## config.mk

```make
export PLATFORM = sky130hd
export DESIGN_NAME = router_sync_n_flat
export DESIGN_NICKNAME = d
export VERILOG_FILES = /design/src/rtl/router_sync_n_if.sv /design/src/rtl/router_sync_n.sv /design/src/flat_wrapper.sv
export SDC_FILE = /design/constraint.sdc
export NUM_CORES = 1
export LEC_CHECK = 0
export CELL_PAD_IN_SITES_DETAIL_PLACEMENT = 1
export CELL_PAD_IN_SITES_GLOBAL_PLACEMENT = 1
export CORE_MARGIN = 2
export CORE_UTILIZATION = 42
export CTS_BUF_LIST = sky130_fd_sc_hd__clkbuf_8
export DETAILED_ROUTE_END_ITERATION = 8
export PLACE_DENSITY_LB_ADDON = 0.1
export SKIP_CTS_REPAIR_TIMING = 1
export SYNTH_ARGS = -nofsm -noshare
export SYNTH_HDL_FRONTEND = slang
export SYNTH_SLANG_ARGS = --single-unit
export TNS_END_PERCENT = 5
```

## constraint.sdc

```tcl
create_clock -name clk -period 2.31 [get_ports clk]
set_input_delay 0.3465 -clock clk [delete_from_list [all_inputs] [get_ports clk]]
set_output_delay 0.3465 -clock clk [all_outputs]
set_load 0.1 [all_outputs]
```

## src/rtl/router_sync_n_if.sv

```systemverilog
// Bundles the FSM-side strobes, the FIFO flags and the synchroniser outputs of the 1xN router.
// The master modport belongs to whatever drives the synchroniser; the slave modport belongs to the synchroniser itself.
interface router_sync_n_if #(
   parameter int NUM_PORTS = 3,
   parameter int ADDR_W    = 2
);
   logic                 detect_add;
   logic [ADDR_W-1:0]    addr_in;
   logic                 write_enb_reg;
   logic [NUM_PORTS-1:0] read_enb;
   logic [NUM_PORTS-1:0] empty;
   logic [NUM_PORTS-1:0] full;
   logic [NUM_PORTS-1:0] vld_out;
   logic [NUM_PORTS-1:0] write_enb;
   logic                 fifo_full;
   logic [NUM_PORTS-1:0] soft_reset;
   logic [ADDR_W-1:0]    dest;
   logic                 addr_err;

   modport master (
      output detect_add, addr_in, write_enb_reg, read_enb, empty, full,
      input  vld_out, write_enb, fifo_full, soft_reset, dest, addr_err
   );

   modport slave (
      input  detect_add, addr_in, write_enb_reg, read_enb, empty, full,
      output vld_out, write_enb, fifo_full, soft_reset, dest, addr_err
   );
endinterface

```

## src/rtl/router_sync_n.sv

```systemverilog
// Port synchroniser for the 1xN router: latches the destination, steers writes and full flags,
// and raises a per-port soft reset after TIMEOUT consecutive stalled cycles.
module router_sync_n #(
   parameter int NUM_PORTS = 3,
   parameter int ADDR_W    = 2,
   parameter int TIMEOUT   = 30,
   parameter int CNT_W     = 8
) (
   input logic             clk,
   input logic             resetn,
   router_sync_n_if.slave  bus
);

   localparam logic [ADDR_W:0]  NPORTS = (ADDR_W+1)'(NUM_PORTS);
   localparam logic [CNT_W-1:0] LAST   = CNT_W'(TIMEOUT - 1);

   logic [ADDR_W-1:0]    dest_q;
   logic                 addr_err_q;
   logic [NUM_PORTS-1:0] soft_reset_q;
   logic [NUM_PORTS-1:0] stall;
   logic [NUM_PORTS-1:0] write_enb_c;
   logic                 fifo_full_c;
   logic [CNT_W-1:0]     cnt [NUM_PORTS];

   always_ff @(posedge clk) begin
      if (!resetn) begin
         dest_q     <= '0;
         addr_err_q <= 1'b0;
      end else if (bus.detect_add) begin
         dest_q     <= bus.addr_in;
         addr_err_q <= ({1'b0, bus.addr_in} >= NPORTS);
      end
   end

   // Decode uses only the registered dest, so a same-cycle detect_add cannot redirect a write.
   always_comb begin
      write_enb_c = '0;
      fifo_full_c = 1'b0;
      for (int unsigned i = 0; i < NUM_PORTS; i++) begin
         if (!addr_err_q && dest_q == ADDR_W'(i)) begin
            write_enb_c[i] = bus.write_enb_reg;
            fifo_full_c    = bus.full[i];
         end
      end
   end

   assign stall = ~bus.empty & ~bus.read_enb;

   // Counter reloads on reaching TIMEOUT-1, so it can never wrap.
   always_ff @(posedge clk) begin
      if (!resetn) begin
         for (int unsigned i = 0; i < NUM_PORTS; i++) cnt[i] <= '0;
         soft_reset_q <= '0;
      end else begin
         for (int unsigned i = 0; i < NUM_PORTS; i++) begin
            if (!stall[i]) begin
               cnt[i]          <= '0;
               soft_reset_q[i] <= 1'b0;
            end else if (cnt[i] == LAST) begin
               cnt[i]          <= '0;
               soft_reset_q[i] <= 1'b1;
            end else begin
               cnt[i]          <= cnt[i] + 1'b1;
               soft_reset_q[i] <= 1'b0;
            end
         end
      end
   end

   assign bus.vld_out    = ~bus.empty;
   assign bus.write_enb  = write_enb_c;
   assign bus.fifo_full  = fifo_full_c;
   assign bus.soft_reset = soft_reset_q;
   assign bus.dest       = dest_q;
   assign bus.addr_err   = addr_err_q;

endmodule

```

## src/flat_wrapper.sv

```systemverilog
// flat-port wrapper written by rule: the top's interface ports become plain ports
module router_sync_n_flat 
#(
   parameter int NUM_PORTS = 3,
   parameter int ADDR_W    = 2,
   parameter int TIMEOUT   = 30,
   parameter int CNT_W     = 8
)
  (clk, resetn, bus_detect_add, bus_addr_in, bus_write_enb_reg, bus_read_enb, bus_empty, bus_full, bus_vld_out, bus_write_enb, bus_fifo_full, bus_soft_reset, bus_dest, bus_addr_err);
  router_sync_n_if #(.NUM_PORTS(NUM_PORTS), .ADDR_W(ADDR_W)) bus_i ();
  input logic clk;
  input logic resetn;
  input wire logic [$bits(bus_i.detect_add)-1:0] bus_detect_add;
  input wire logic [$bits(bus_i.addr_in)-1:0] bus_addr_in;
  input wire logic [$bits(bus_i.write_enb_reg)-1:0] bus_write_enb_reg;
  input wire logic [$bits(bus_i.read_enb)-1:0] bus_read_enb;
  input wire logic [$bits(bus_i.empty)-1:0] bus_empty;
  input wire logic [$bits(bus_i.full)-1:0] bus_full;
  output wire logic [$bits(bus_i.vld_out)-1:0] bus_vld_out;
  output wire logic [$bits(bus_i.write_enb)-1:0] bus_write_enb;
  output wire logic [$bits(bus_i.fifo_full)-1:0] bus_fifo_full;
  output wire logic [$bits(bus_i.soft_reset)-1:0] bus_soft_reset;
  output wire logic [$bits(bus_i.dest)-1:0] bus_dest;
  output wire logic [$bits(bus_i.addr_err)-1:0] bus_addr_err;
  assign bus_i.detect_add = bus_detect_add;
  assign bus_i.addr_in = bus_addr_in;
  assign bus_i.write_enb_reg = bus_write_enb_reg;
  assign bus_i.read_enb = bus_read_enb;
  assign bus_i.empty = bus_empty;
  assign bus_i.full = bus_full;
  assign bus_vld_out = bus_i.vld_out;
  assign bus_write_enb = bus_i.write_enb;
  assign bus_fifo_full = bus_i.fifo_full;
  assign bus_soft_reset = bus_i.soft_reset;
  assign bus_dest = bus_i.dest;
  assign bus_addr_err = bus_i.addr_err;
  router_sync_n #(.NUM_PORTS(NUM_PORTS), .ADDR_W(ADDR_W), .TIMEOUT(TIMEOUT), .CNT_W(CNT_W)) u_core (.clk(clk), .resetn(resetn), .bus(bus_i));
endmodule
```

Word-level counts from Yosys, hierarchy flattened. Memories as Yosys holds them, arrays and structs flattened. Cells that the tools add are included.

Bits in registers: 6. Bits in latches: 0. RAM bits: 24. Memory bits (read-only): 0. Output and inout port bits: 13. Memories kept: 1.

Memories: u_core.cnt (words 3, bits a word 8, read ports 3, clocked after Yosys merged registers in 0, wr ports 3, line router_sync_n.sv:23) `logic [CNT_W-1:0] cnt [NUM_PORTS];`.

$add $sub $neg: 3. $mul: 0. Divide/modulo/power cells: 0. $lt $le $gt $ge: 1. Eq/ne operators: 5. Shift operators: 0. Muxes and demuxes: 49. Bitwise operators: 12. Reductions and logical operators: 5.

Operators with widths (count): $mux 8 (9); $mux 1 (40); $add 8x1->8 const B (3); $eq 8x5->1 const B (3); $or 1x1->1 (9); $not 3->3 (2); $and 3x3->3 (1); $logic_and 1x1->1 (3); $eq 2x1->1 const B (1); $eq 2x2->1 const B (1); $ge 2x2->1 const B (1); $logic_not 2->1 (1); $logic_not 1->1 (1).

Logic depth before layout (Yosys ltp).
Depth after elaboration: 8. Gate-level depth with buffers: 5. Mapped depth without buffers: 5.

Worst setup path after synthesis. No wires, ideal clock.

Path type: register -> output. Start point: reg u_core.dest_q[0], in the netlist u_core.bus.dest[0]. End point: out bus_write_enb[1]. Arrival time: 4.027 ns. Path slack: -2.063 ns. Cell stages (with the launch flop): 2. Path buffers: 0. Cell sequence: dfxtp_1 nor4bb_1.

Longest elaborated chain between the ends: 3.

Ends and longest elaborated chain: start, declared (line router_sync_n.sv:17) `logic [ADDR_W-1:0] dest_q;`; start signal, assigned (line router_sync_n.sv:30) `dest_q <= bus.addr_in;`; $eq 2x1->1 (line router_sync_n.sv:40) `if (!addr_err_q && dest_q == ADDR_W'(i)) begin`; $logic_and 1x1->1 (line router_sync_n.sv:40); $mux 1 (line router_sync_n.sv:40); end, declared (line flat_wrapper.sv:20) `output wire logic [$bits(bus_i.write_enb)-1:0] bus_write_enb;`.

Every way passes these cells.

==> flow_metrics.py <==
metrics = {
    "status": {
        "outcome": "completed",
    },
    "layout": {
        "final_core_util_pct": 60.4,
        "nNetsFinal": 230,
        "area_growth_pct": 37.6,
        "nFillCells": 415,
        "diodes": 0,
        "final_layout_size_suffix_gt1_share_pct": 15.7,
        "final_cell_mix": "edfxtp_1 (24), conb_1 (24), clkdlybuf4s50_1 (14)",
        "fin_cells": 258,
    },
    "yosys": {
        "synth_seq_area_share_pct": 51.9,
        "netlist_instances": 151,
        "synth_top_cell_by_area": "edfxtp_1",
        "async_flop_share_pct": 0,
        "synth_cell_type_count": 38,
        "syn_avg_cell_area_um2": 10.7,
        "synth_edf_count": 24,
        "synth_flop_cell": "edfxtp_1",
        "yosys_warnings": 0,
        "syn_area_um2": 1620,
        "ys_top_cells_by_area": "edfxtp_1 (45%), dfxtp_1 (7.4%), ha_1 (4.6%)",
        "ys_ff_latch": 30,
        "synth_top_area_share_pct": 44.5,
    },
    "worst_setup_path": {
        "rr_endpoint": "u_core.cnt[0][2]",
        "reg2reg_from": "u_core.cnt[0][1]",
        "cp_num_buf_inv": 1,
        "cp_slowest_stage_delay_ns": 0.48,
        "crit_fanout": 5,
        "r2r_cells": 5,
        "cp-start-kind": "flop",
        "critPathRequiredTime_ns": 2.33,
        "end_kind": "flop",
        "critPathKind": "flop to flop",
        "r2r_slack_ns": 0.49,
        "cp_slowest_cell": "or4b_4",
        "crit_path_cell_trace": "inv_1 > ha_1 > or4b_4 > o21ai_0 > nor2_1",
        "critPathTopFamily": "simple AND/OR/NAND/NOR gates",
        "worstPathArrival_ns": 1.84,
    },
    "placement": {
        "place_ws_ns": 0.445,
        "hpwl_um": 3080,
        "post-place-cells": 250,
        "numPortBuffers": 27,
        "place_congestion": 0.797,
    },
    "detailed_routing": {
        "avgViaCountPerCell": 5.12,
        "vias": 1321,
        "routed_wl_um": 3910,
        "antenna_left": 0,
        "firstDrtPassIters": 4,
        "drtIter0Drc": 48,
        "drc_errors": 0,
        "wl_per_cell_um": 15.1,
    },
    "clock_network": {
        "clock_path_buffers": 2,
        "cts_tree": "done",
        "cts.sinks": 30,
        "cts_buffers": 5,
        "cts.htree.levels": 2,
        "clock-root-buffer": "clkbuf_8",
        "clock_latency_ns": 0.28,
        "clk_pin_slew_worst_paths_ns": 0.06,
    },
    "timing": {
        "final-setup-viol-count": 0,
        "rsz0062_at_grt": "false",
        "timing.final.ws_setup_ns": 0.493,
        "slew_violations": 0,
        "fin_setup_tns_ns": 0,
        "finalHoldViolations": 0,
        "max_freq_ghz": 0.550,
        "fin_crit_sh_pct": 78.7,
        "min_period_ns": 1.82,
        "finalClockSkew_ns": 0.00273,
    },
    "floorplan": {
        "die-area_um2": 4370,
        "core_area_um2": 3690,
        "die_w_um": 66.1,
        "row_count": 22,
        "dieHeight_um": 66.1,
        "start_util_pct": 43.9,
        "ios": 28,
    },
    "power_and_ir_drop": {
        "comb_power_share_pct": 17.3,
        "p_clk_share_pct": 33.6,
        "p_switching_mw": 0.369,
        "p_total_mw": 1.31,
        "seqPwrFrac_pct": 49.1,
        "vdd_drop_max_mv": 0.395,
        "p_sw_share_pct": 28.2,
        "power_density_nw_per_um2": 586,
        "p_leak_nw": 0.843,
        "p_int_mw": 0.938,
    },
    "run": {
        "drv_cap": 0,
    },
    "min_path": {
        "whs_endpoint": "u_core.bus.dest[1]",
        "hold_path_class": "flop to flop",
        "hold_path_startpoint": "u_core.bus.dest[1]",
        "holdPathStages": 2,
    },
    "global_routing": {
        "antenna_found_initial": 0,
        "grt_max_degree": 11,
        "grt_pass1_vias": 1401,
        "grt_pass1_wl_um": 6510,
        "grt.total_usage_pct": 20.6,
        "grt-ovfl-total": 0,
    },
}
-- through the flow --
| stage | hold WS (ns) | instance area [um^2] |
|---|---|---|
| after floorplan | 0.475 | 1740 |
| after global placement | 0.577 | 2130 |
| after detailed placement | 0.617 | 2130 |
| after CTS | 0.632 | 2230 |
| after global routing | 0.648 | 2230 |
| final | 0.619 | 2230 |
-- power by group through the flow --
stage,Clock [mW],Sequential [mW],Combinational (mW)
3_3_place_gp,0,0.649,0.217
3_5_place_dp,0,0.652,0.226
6_report,0.439,0.641,0.227
5_1_grt,0.480,0.645,0.243
2_1_floorplan,0,0.663,0.121
4_1_cts,0.451,0.641,0.227
-- worst max-delay path by stage --
stage,slack [ns],cells after the start,endpoint,startpoint
4_1_cts,0.46,5,u_core.cnt[0][0],u_core.cnt[0][1]
2_1_floorplan,-0.02,1,bus_write_enb[1],u_core.bus.addr_err
5_1_grt,0.36,5,u_core.cnt[0][2],u_core.cnt[0][1]
3_3_place_gp,0.54,5,u_core.cnt[2][2],u_core.cnt[2][1]
3_5_place_dp,0.44,4,u_core.cnt[1][7],resetn
6_report,0.49,5,u_core.cnt[0][2],u_core.cnt[0][1]
-- synth_stat cells (all sizes together) (2+ instances only) --
cell type  instances
edfxtp            24
nand2             13
nor2              13
a21oi             10
inv               10
nand3              7
o21ai              7
dfxtp              6
ha                 6
or3                5
a31oi              3
mux2i              3
nand3b             3
nand4              3
nor2b              3
nor3               3
o211ai             3
or4b               3
xnor2              3
nand2b             2
nor4b              2
o21a               2
o31ai              2
or4                2
xor2               2
-- logic make-up after synthesis --
| group | share of synthesized area (%) |
|---|---|
| adders and majority gates | 4.64 |
| muxes | 1.85 |
| other | 0.232 |
| and+or+nand+nor | 24.5 |
| AOI/OAI and AO/OA | 11.8 |
| DFF | 51.9 |
| xor gates and xnor gates | 2.71 |
| buffers and inverters | 2.32 |
-- sequential cells by signal, indices dropped and copies added, names as in the netlist --
signal	flops
u_core.cnt	24
u_core.bus.soft_reset	3
u_core.bus.dest	2
u_core.bus.addr_err	1
-- worst reg2reg max path, stage by stage (launching register included) --
cell and delay, ns:
edfxtp_1 0.42, inv_1 0.08, ha_1 0.12, or4b_4 0.48
o21ai_0 0.36, nor2_1 0.10
-- per-layer routing --
layer  vias to the layer above  share of wire, %  GRT usage, %
met5                         -                 0             0
met4                         0               2.2          9.44
met3                         7               5.1          6.47
met2                        26                53          37.1
met1                       636                40          21.7
li1                        652                 -             -
-- area by class of cell --
cell class / count / area [um^2] / share of cell area [%]
timing repair buffer: 28 / 333 / 14.9
multi-input combinational: 134 / 860 / 38.6
tap: 48 / 60.1 / 2.70
clock buffer: 6 / 82.6 / 3.71
inverter: 10 / 37.5 / 1.68
clock inverter: 2 / 12.5 / 0.561
sequential: 30 / 843 / 37.8
(Power assumes the default switching activity.)
